<file path="src/rtl/npu_pipe_pkg.sv">
// Shared helpers for the NPU pipeline output-side blocks.
//
// Contents:
//   clog2_min1 - address/pointer width helper that never returns zero, so a
//                two-entry (or degenerate one-entry) array still gets a
//                1-bit index.
package npu_pipe_pkg;

  function automatic int clog2_min1(input int value);
    return (value <= 2) ? 1 : $clog2(value);
  endfunction

endpackage

</file>
<file path="src/rtl/pipe_fifo_mem.sv">
// Storage array behind the pipe_out_fifo head register.
//
// Ports:
//   clk      - clock, write happens on the rising edge
//   wr_en    - write strobe
//   wr_addr  - write index
//   wr_data  - write payload
//   rd_addr  - read index
//   rd_data  - combinational read of entry rd_addr
//
// The data array is deliberately not reset: the controller only ever reads
// entries it has written, so reset would only cost flops.
module pipe_fifo_mem
  import npu_pipe_pkg::*;
#(
  parameter int DATA_W = 32,
  parameter int DEPTH  = 4,
  parameter int ADDR_W = clog2_min1(DEPTH)
) (
  input  logic              clk,
  input  logic              wr_en,
  input  logic [ADDR_W-1:0] wr_addr,
  input  logic [DATA_W-1:0] wr_data,
  input  logic [ADDR_W-1:0] rd_addr,
  output logic [DATA_W-1:0] rd_data
);

  logic [DATA_W-1:0] mem [DEPTH];

  // Synchronous write port.
  always_ff @(posedge clk) begin
    if (wr_en) begin
      mem[wr_addr] <= wr_data;
    end
  end

  // Combinational read so the controller can refill the head in the same
  // cycle it pops.
  assign rd_data = mem[rd_addr];

endmodule

</file>
<file path="src/rtl/pipe_out_fifo.sv">
// Elastic output buffer sitting directly after a pipe_ctrl pipeline.
//
// Ports:
//   i_clk          - clock, all state on the rising edge
//   i_reset        - asynchronous active-low reset
//   i_input_valid  - producer (pipe_ctrl o_output_valid) has data
//   o_input_ready  - buffer can accept; registered, feeds pipe_ctrl
//   i_input_data   - payload sampled on push
//   o_output_valid - head entry valid; registered
//   i_output_ready - consumer accepts the head this cycle
//   o_output_data  - head payload; registered, held while stalled
//   o_count        - entries held, including the head register
//   o_almost_full  - o_count >= DEPTH - AF_MARGIN; registered
//
// The head register holds the oldest entry; the array holds the rest, so
// the array never carries more than DEPTH-1 items. Ready is computed from
// the next count only, which keeps the consumer's ready out of the
// producer's timing path at the cost of one bubble when leaving full.
module pipe_out_fifo
  import npu_pipe_pkg::*;
#(
  parameter int DATA_W    = 32,
  parameter int DEPTH     = 4,
  parameter int AF_MARGIN = 1
) (
  input  logic                       i_clk,
  input  logic                       i_reset,
  input  logic                       i_input_valid,
  output logic                       o_input_ready,
  input  logic [DATA_W-1:0]          i_input_data,
  output logic                       o_output_valid,
  input  logic                       i_output_ready,
  output logic [DATA_W-1:0]          o_output_data,
  output logic [$clog2(DEPTH+1)-1:0] o_count,
  output logic                       o_almost_full
);

  localparam int PTR_W = clog2_min1(DEPTH);
  localparam int CNT_W = $clog2(DEPTH+1);

  localparam logic [CNT_W-1:0] FULL_LEVEL = CNT_W'(DEPTH);
  localparam logic [CNT_W-1:0] AF_LEVEL   = CNT_W'(DEPTH - AF_MARGIN);

  logic [PTR_W-1:0]  wr_ptr_q;
  logic [PTR_W-1:0]  rd_ptr_q;
  logic [CNT_W-1:0]  count_q;
  logic [CNT_W-1:0]  count_next;
  logic [CNT_W-1:0]  stored;
  logic              input_ready_q;
  logic              output_valid_q;
  logic              almost_full_q;
  logic [DATA_W-1:0] output_data_q;
  logic [DATA_W-1:0] mem_rd_data;

  logic push;
  logic pop;
  logic head_from_mem;
  logic head_from_input;
  logic mem_wr_en;

  // Handshake decode and routing of the incoming word. A push lands in the
  // head register when the head is empty, or when the head is being popped
  // and nothing is waiting in the array; otherwise it goes to the array.
  // Whenever the array holds something, a pop refills the head from it.
  always_comb begin
    push            = i_input_valid & input_ready_q;
    pop             = output_valid_q & i_output_ready;
    stored          = count_q - CNT_W'(output_valid_q);
    head_from_mem   = pop & (stored != '0);
    head_from_input = push & (~output_valid_q | (pop & (stored == '0)));
    mem_wr_en       = push & ~head_from_input;
    count_next      = count_q + CNT_W'(push) - CNT_W'(pop);
  end

  pipe_fifo_mem #(
    .DATA_W (DATA_W),
    .DEPTH  (DEPTH),
    .ADDR_W (PTR_W)
  ) u_mem (
    .clk     (i_clk),
    .wr_en   (mem_wr_en),
    .wr_addr (wr_ptr_q),
    .wr_data (i_input_data),
    .rd_addr (rd_ptr_q),
    .rd_data (mem_rd_data)
  );

  // Count, flags and pointers. Ready and almost-full are registered from
  // the next count; ready stays low through reset and rises on the first
  // edge after release. Pointers wrap modulo DEPTH by overflow.
  always_ff @(posedge i_clk or negedge i_reset) begin
    if (!i_reset) begin
      count_q       <= '0;
      input_ready_q <= 1'b0;
      almost_full_q <= 1'b0;
      wr_ptr_q      <= '0;
      rd_ptr_q      <= '0;
    end else begin
      count_q       <= count_next;
      input_ready_q <= (count_next < FULL_LEVEL);
      almost_full_q <= (count_next >= AF_LEVEL);
      if (mem_wr_en) begin
        wr_ptr_q <= wr_ptr_q + PTR_W'(1);
      end
      if (head_from_mem) begin
        rd_ptr_q <= rd_ptr_q + PTR_W'(1);
      end
    end
  end

  // Head register. Data changes only when a new entry is loaded, so the
  // payload is stable for as long as the consumer stalls.
  always_ff @(posedge i_clk or negedge i_reset) begin
    if (!i_reset) begin
      output_valid_q <= 1'b0;
      output_data_q  <= '0;
    end else if (head_from_mem) begin
      output_valid_q <= 1'b1;
      output_data_q  <= mem_rd_data;
    end else if (head_from_input) begin
      output_valid_q <= 1'b1;
      output_data_q  <= i_input_data;
    end else if (pop) begin
      output_valid_q <= 1'b0;
    end
  end

  assign o_input_ready  = input_ready_q;
  assign o_output_valid = output_valid_q;
  assign o_output_data  = output_data_q;
  assign o_count        = count_q;
  assign o_almost_full  = almost_full_q;

endmodule
</file>
<file path="config.mk">
export PLATFORM = sky130hd
export DESIGN_NAME = pipe_out_fifo
export DESIGN_NICKNAME = d
export VERILOG_FILES = /design/src/rtl/npu_pipe_pkg.sv /design/src/rtl/pipe_fifo_mem.sv /design/src/rtl/pipe_out_fifo.sv
export SDC_FILE = /design/constraint.sdc
export NUM_CORES = 1
export LEC_CHECK = 0
export BUFFER_PORTS_ARGS = -buffer_cell sky130_fd_sc_hd__buf_4
export CAP_MARGIN = 25
export CORE_MARGIN = 8
export CORE_UTILIZATION = 42
export DETAILED_ROUTE_END_ITERATION = 6
export HOLD_SLACK_MARGIN = 0.12
export SYNTH_ARGS = -nofsm -noshare
export SYNTH_HDL_FRONTEND = slang
export SYNTH_HIERARCHICAL = 1
export SYNTH_SLANG_ARGS = --single-unit
</file>
<file path="constraint.sdc">
create_clock -name i_clk -period 4.49 [get_ports i_clk]
set_input_delay 0.2245 -clock i_clk [delete_from_list [all_inputs] [get_ports i_clk]]
set_output_delay 0.2245 -clock i_clk [all_outputs]
set_load 0.1 [all_outputs]
</file>
Word level (Yosys, flattened, before mapping). Memories as Yosys holds them, arrays and structs flattened. Index checks and enable logic that the tools add are counted.

Add/sub/neg operators: 5. Bitwise logic cells: 9. Multiplexer cells: 7. Reductions and logical operators: 4. $lt $le $gt $ge: 2.

Operators with widths (number): two-way mux 32 bit (2); AND 1 bit (6); nonzero test 3 bit (2); subtractor 3 x 1 -> 3 bit (2); two-way mux 1 bit (5); adder 2 x 1 -> 2 bit, second input constant (2); adder 3 x 1 -> 3 bit (1); greater-or-equal comparator 3 x 2 -> 1 bit, second input constant (1); logical NOT 3 bit (1); less-than comparator 3 bit, second input constant (1); inverter 1 bit (2); nonzero test 2 bit (1); bitwise OR 1 bit (1).

Bits in registers: 42. Output and inout bits: 38. Input port bits: 36. Memory bits (writable): 128. Memories: 1.

Memory list: u_mem.mem (depth 4, width 32, read ports 1, clocked after memory_dff 0, write ports 1, RTL line pipe_fifo_mem.sv:28) `logic [DATA_W-1:0] mem [DEPTH];`.

Logic depth before layout (Yosys ltp).
Word-level depth: 9. Gate-level depth with buffers: 11. Depth with buffers taken out: 9.

Modules after synthesis. The synthesis kept the hierarchy.

Modules (own cells, without submodules): pipe_fifo_mem (cells an instance 171, times used 1, area an instance 4689.5 µm²); pipe_out_fifo (cells an instance 232, times used 1, area an instance 2401.1 µm²).

Worst setup path before layout. OpenSTA, ideal clock, no wires.

Path kind: flip-flop to flip-flop. Start point: register output_valid_q (netlist: o_output_valid). End point: memory u_mem.mem[0][0] (enable). Arrival time: 4338 ps. Cell stages (with the launch flop): 6. Period minus slack after synthesis: 4805 ps. Path buffers: 0. Slack: -315 ps. Cell sequence: dfrtp_1 > ha_1 > and3b_1 > a211o_1 > inv_1 > nor3b_1.

Cells in the longest elaborated chain, start to end: 9.

Ends and longest elaborated chain: start, declared (RTL line pipe_out_fifo.sv:50) `logic output_valid_q;`; start signal, assigned (RTL line pipe_out_fifo.sv:115) `output_valid_q <= 1'b0;`; start signal, assigned (RTL line pipe_out_fifo.sv:118) `output_valid_q <= 1'b1;`; start signal, assigned (RTL line pipe_out_fifo.sv:121) `output_valid_q <= 1'b1;`; subtractor 3 x 1 -> 3 bit (RTL line pipe_out_fifo.sv:68) `stored = count_q - CNT_W'(output_valid_q);`; logical NOT 3 bit (RTL line pipe_out_fifo.sv:70) `head_from_input = push & (~output_valid_q | (pop & (stored == '0)));`; AND 1 bit (RTL line pipe_out_fifo.sv:70); bitwise OR 1 bit (*) (RTL line pipe_out_fifo.sv:70); AND 1 bit (*) (RTL line pipe_out_fifo.sv:70); inverter 1 bit (*) (RTL line pipe_out_fifo.sv:71) `mem_wr_en = push & ~head_from_input;`; AND 1 bit (*) (RTL line pipe_out_fifo.sv:71); named net mem_wr_en (RTL line pipe_out_fifo.sv:59) `logic mem_wr_en;`; two-way mux 1 bit (*) (RTL line pipe_fifo_mem.sv:32) `if (wr_en) begin`; two-way mux 1 bit (not written as such) (*) (RTL line pipe_fifo_mem.sv:33) `mem[wr_addr] <= wr_data;`; end, declared (RTL line pipe_fifo_mem.sv:28).

The timed path passes the listed nets; every way through them passes the cells marked *.

Final worst setup path.
Start point: register output_valid_q (netlist: o_output_valid). End point: memory u_mem.mem[0][24] (enable).

The elaborated chain is that of the path after synthesis.

==> reports/results.ini <==
[run_status]
outcome=completed

[clocking]
post_cts_buffers=0
htreeDepth=4
cts_tree=done
clkLatencyLatePin_ns=0.42
cts_buffers=17
cts_num_sinks=170
cts_buffer_depth=2
cts.clk_slew.worst_paths_ns=0.07
clock-root-buffer=clkbuf_16

[floorplanning]
ios=74
die_y_um=146
start_util_pct=42.9
die_x_um=146
coreArea_um2=16500
die_area_um2=21300
rows=47

[logic_synthesis]
synth-seq-cells=170
synth.distinct_cells=33
async_flop_share_pct=24.7
syn_nets=443
synth-main-ff-cell=edfxtp_1
synth_edf_count=128
ys_seq_area_share_pct=69.0
syn_area_um2=7090
synth.avg_cell_area_um2=17.6
yosysTopAreaCell=edfxtp_1
yosysTopAreaCellShare_pct=54.2
yosys-top-cells-area=edfxtp_1 54%, dfrtp_1 15%, mux4_2 9.5%
yosys_warnings=6
synthCells=403

[place]
hpwl_um=9370
dp_cells=671
port_buffers=73
place.gp.congestion=0.703

[drt]
via_count=4013
post-route-drc-count=0
maxUsedRoutingLayer=met4
firstDrtPassIters=7
ant_nets=0
met2_length_um=7670
via_per_inst=5.45
routed_wl_um=15800
wl_per_cell_um=21.5
wl_met3_um=866
wl_met1_um=7200
drt_iter0_drc=204

[sta]
setup_tns_ns=0
final_hold_viol_count=0
skew_ns=0.00992
hold_ws_ns=0.200
fmax_ghz=0.372
rsz0062_at_grt=false
relSlewSlack_pct=32.3
post-route-min-period_ns=2.69
setup_violations=0
min_period_over_period_pct=59.9
drv_slew=0
tightestPinTransition_ns=1.02

[worst_setup_path]
rr_startpoint=o_output_valid
critPathMaxFanout=15
cp-endpoint=u_mem/mem[0][24]
r2r_slack_ns=1.80
required_ns=4.59
reg2reg_to=u_mem/mem[0][24]
cp.arrival_ns=2.79
crit_type=reg -> reg
critPathLaunch=o_output_valid
endpoint_kind=register
reg2reg_depth=6
worst_setup_path_start_kind=register

[run]
maxCapViolations=0

[global_route]
antenna_found_initial=0
grt_first_pass_wirelength_um=25500
grt_overflow=0
grtUsageTotal_pct=15.5
grt_max_degree=43
grt_pass1_vias=4471

[layout]
fin_nets=544
drive_gt1_share_pct=35.4
fin_cells=737
n_antenna_cell=0
synthToLayoutAreaGrowth_pct=23.3

[hold_path]
hp-start=i_input_valid
hold_path.class=in -> reg

[pwr]
cellPowerDensity_nw_per_um2=374
fin_total_pwr_mw=3.27
p_leak_nw=3.09
ir_worst_vdd_v=0.000271

==> layout make-up <==
cell class	instances	area [um2]
Fill cell	1352	7780
Clock buffer	19	454
Tap cell	220	275
Inverter	9	35.0
Clock inverter	13	165
Multi-Input combinational cell	190	1960
Sequential cell	170	4900
Timing Repair Buffer	116	961
==> layout by cell type (no fill, tap or decap), types with 2 or more instances in the layout <==
| master | n |
|---|---|
| a21o_1 | 2 |
| a31oi_1 | 2 |
| clkinv_2 | 3 |
| bufinv_16 | 3 |
| ha_1 | 3 |
| inv_6 | 2 |
| inv_1 | 8 |
| clkinvlp_4 | 4 |
| edfxtp_1 | 128 |
| and3b_2 | 2 |
| mux4_2 | 30 |
| clkbuf_16 | 18 |
| dlygate4sd3_1 | 33 |
| nand3_1 | 33 |
| buf_4 | 82 |
| clkinv_4 | 2 |
| mux4_1 | 2 |
| a31oi_2 | 30 |
| xor2_1 | 3 |
| dfrtp_1 | 41 |
| nand2_1 | 2 |
| a211oi_1 | 32 |
| o21ai_0 | 31 |
| xnor2_1 | 3 |
| a21oi_1 | 2 |
==> metrics by stage <==
step	util, %	setup slack, ns	area, um2
after floorplan	-	0.811	7100
after global placement	47.1	1.88	7780
after detailed placement	47.1	1.77	7780
after CTS	52.8	1.77	8730
after global routing	52.9	1.62	8750
final	52.9	1.80	8750
==> flip-flops by register name, indices dropped and copies added, names as in the netlist <==
name,cells
u_mem/mem,128
o_output_data,32
o_count,3
rd_ptr_q,2
wr_ptr_q,2
o_almost_full,1
o_input_ready,1
o_output_valid,1
==> timing repair <==
| item | in CTS | in global routing |
|---|---|---|
| hold buffers | 33 | 0 |
| hold endpoints to repair | 177 | 0 |
| gates resized for setup | 0 | 0 |
==> cell usage after synthesis (2+ instances only) <==
library cell,n
buf_2,8
dfrtp_1,42
and3b_1,3
nand2_1,2
mux4_2,30
mux4_1,2
a31oi_2,30
edfxtp_1,128
a31oi_1,2
inv_1,8
o21ai_0,31
ha_1,3
a21oi_1,2
buf_12,3
xnor2_1,3
clkbuf_1,17
a211oi_1,32
buf_6,6
nand3_1,33
xor2_1,3
a21o_1,3
==> power by group <==
group          internal [mW]  switching (mW)
Clock                  0.912           0.598
Combinational         0.0393          0.0330
Sequential              1.69               0
Total                   2.64           0.631
==> worst max-delay path, cell delays in order (launching register included) <==
cell     delay [ns]
dfrtp_1        0.46
ha_1           0.33
and3b_1        0.19
a211o_1        0.32
inv_1          0.11
nor3b_4        0.57
buf_4          0.38
==> layer usage <==
metal  vias to the layer above  global-route usage (%)
li1                       1831                       -
met1                      2064                    20.5
met2                       112                    24.7
met3                         6                    4.10
met4                         0                    4.22
met5                         -                       0
==> kinds of logic (layout without fill, tap and decap cells) <==
family / Yosys count / after routing / share of synthesized area (%)
DFF: 170 / 170 / 69.0
AOI/OAI and AO/OA: 102 / 102 / 11.7
and+or+nand+nor: 45 / 45 / 3.46
buffers and inverters: 43 / 157 / 3.76
muxes: 32 / 32 / 10.3
xor gates and xnor gates: 7 / 7 / 0.971
adders and majority gates: 4 / 4 / 0.812
==> worst min path at each step <==
stage | endpoint | slack (ns) | depth (start not counted)
2_1_floorplan | o_almost_full | -0.07 | 0
3_3_place_gp | o_output_data[8] | 0.26 | 1
3_5_place_dp | o_output_data[8] | 0.27 | 1
4_1_cts | wr_ptr_q[1] | 0.19 | 4
5_1_grt | wr_ptr_q[1] | 0.24 | 4
6_report | wr_ptr_q[1] | 0.20 | 4
No activity file was read; power rests on OpenSTA's default activity.
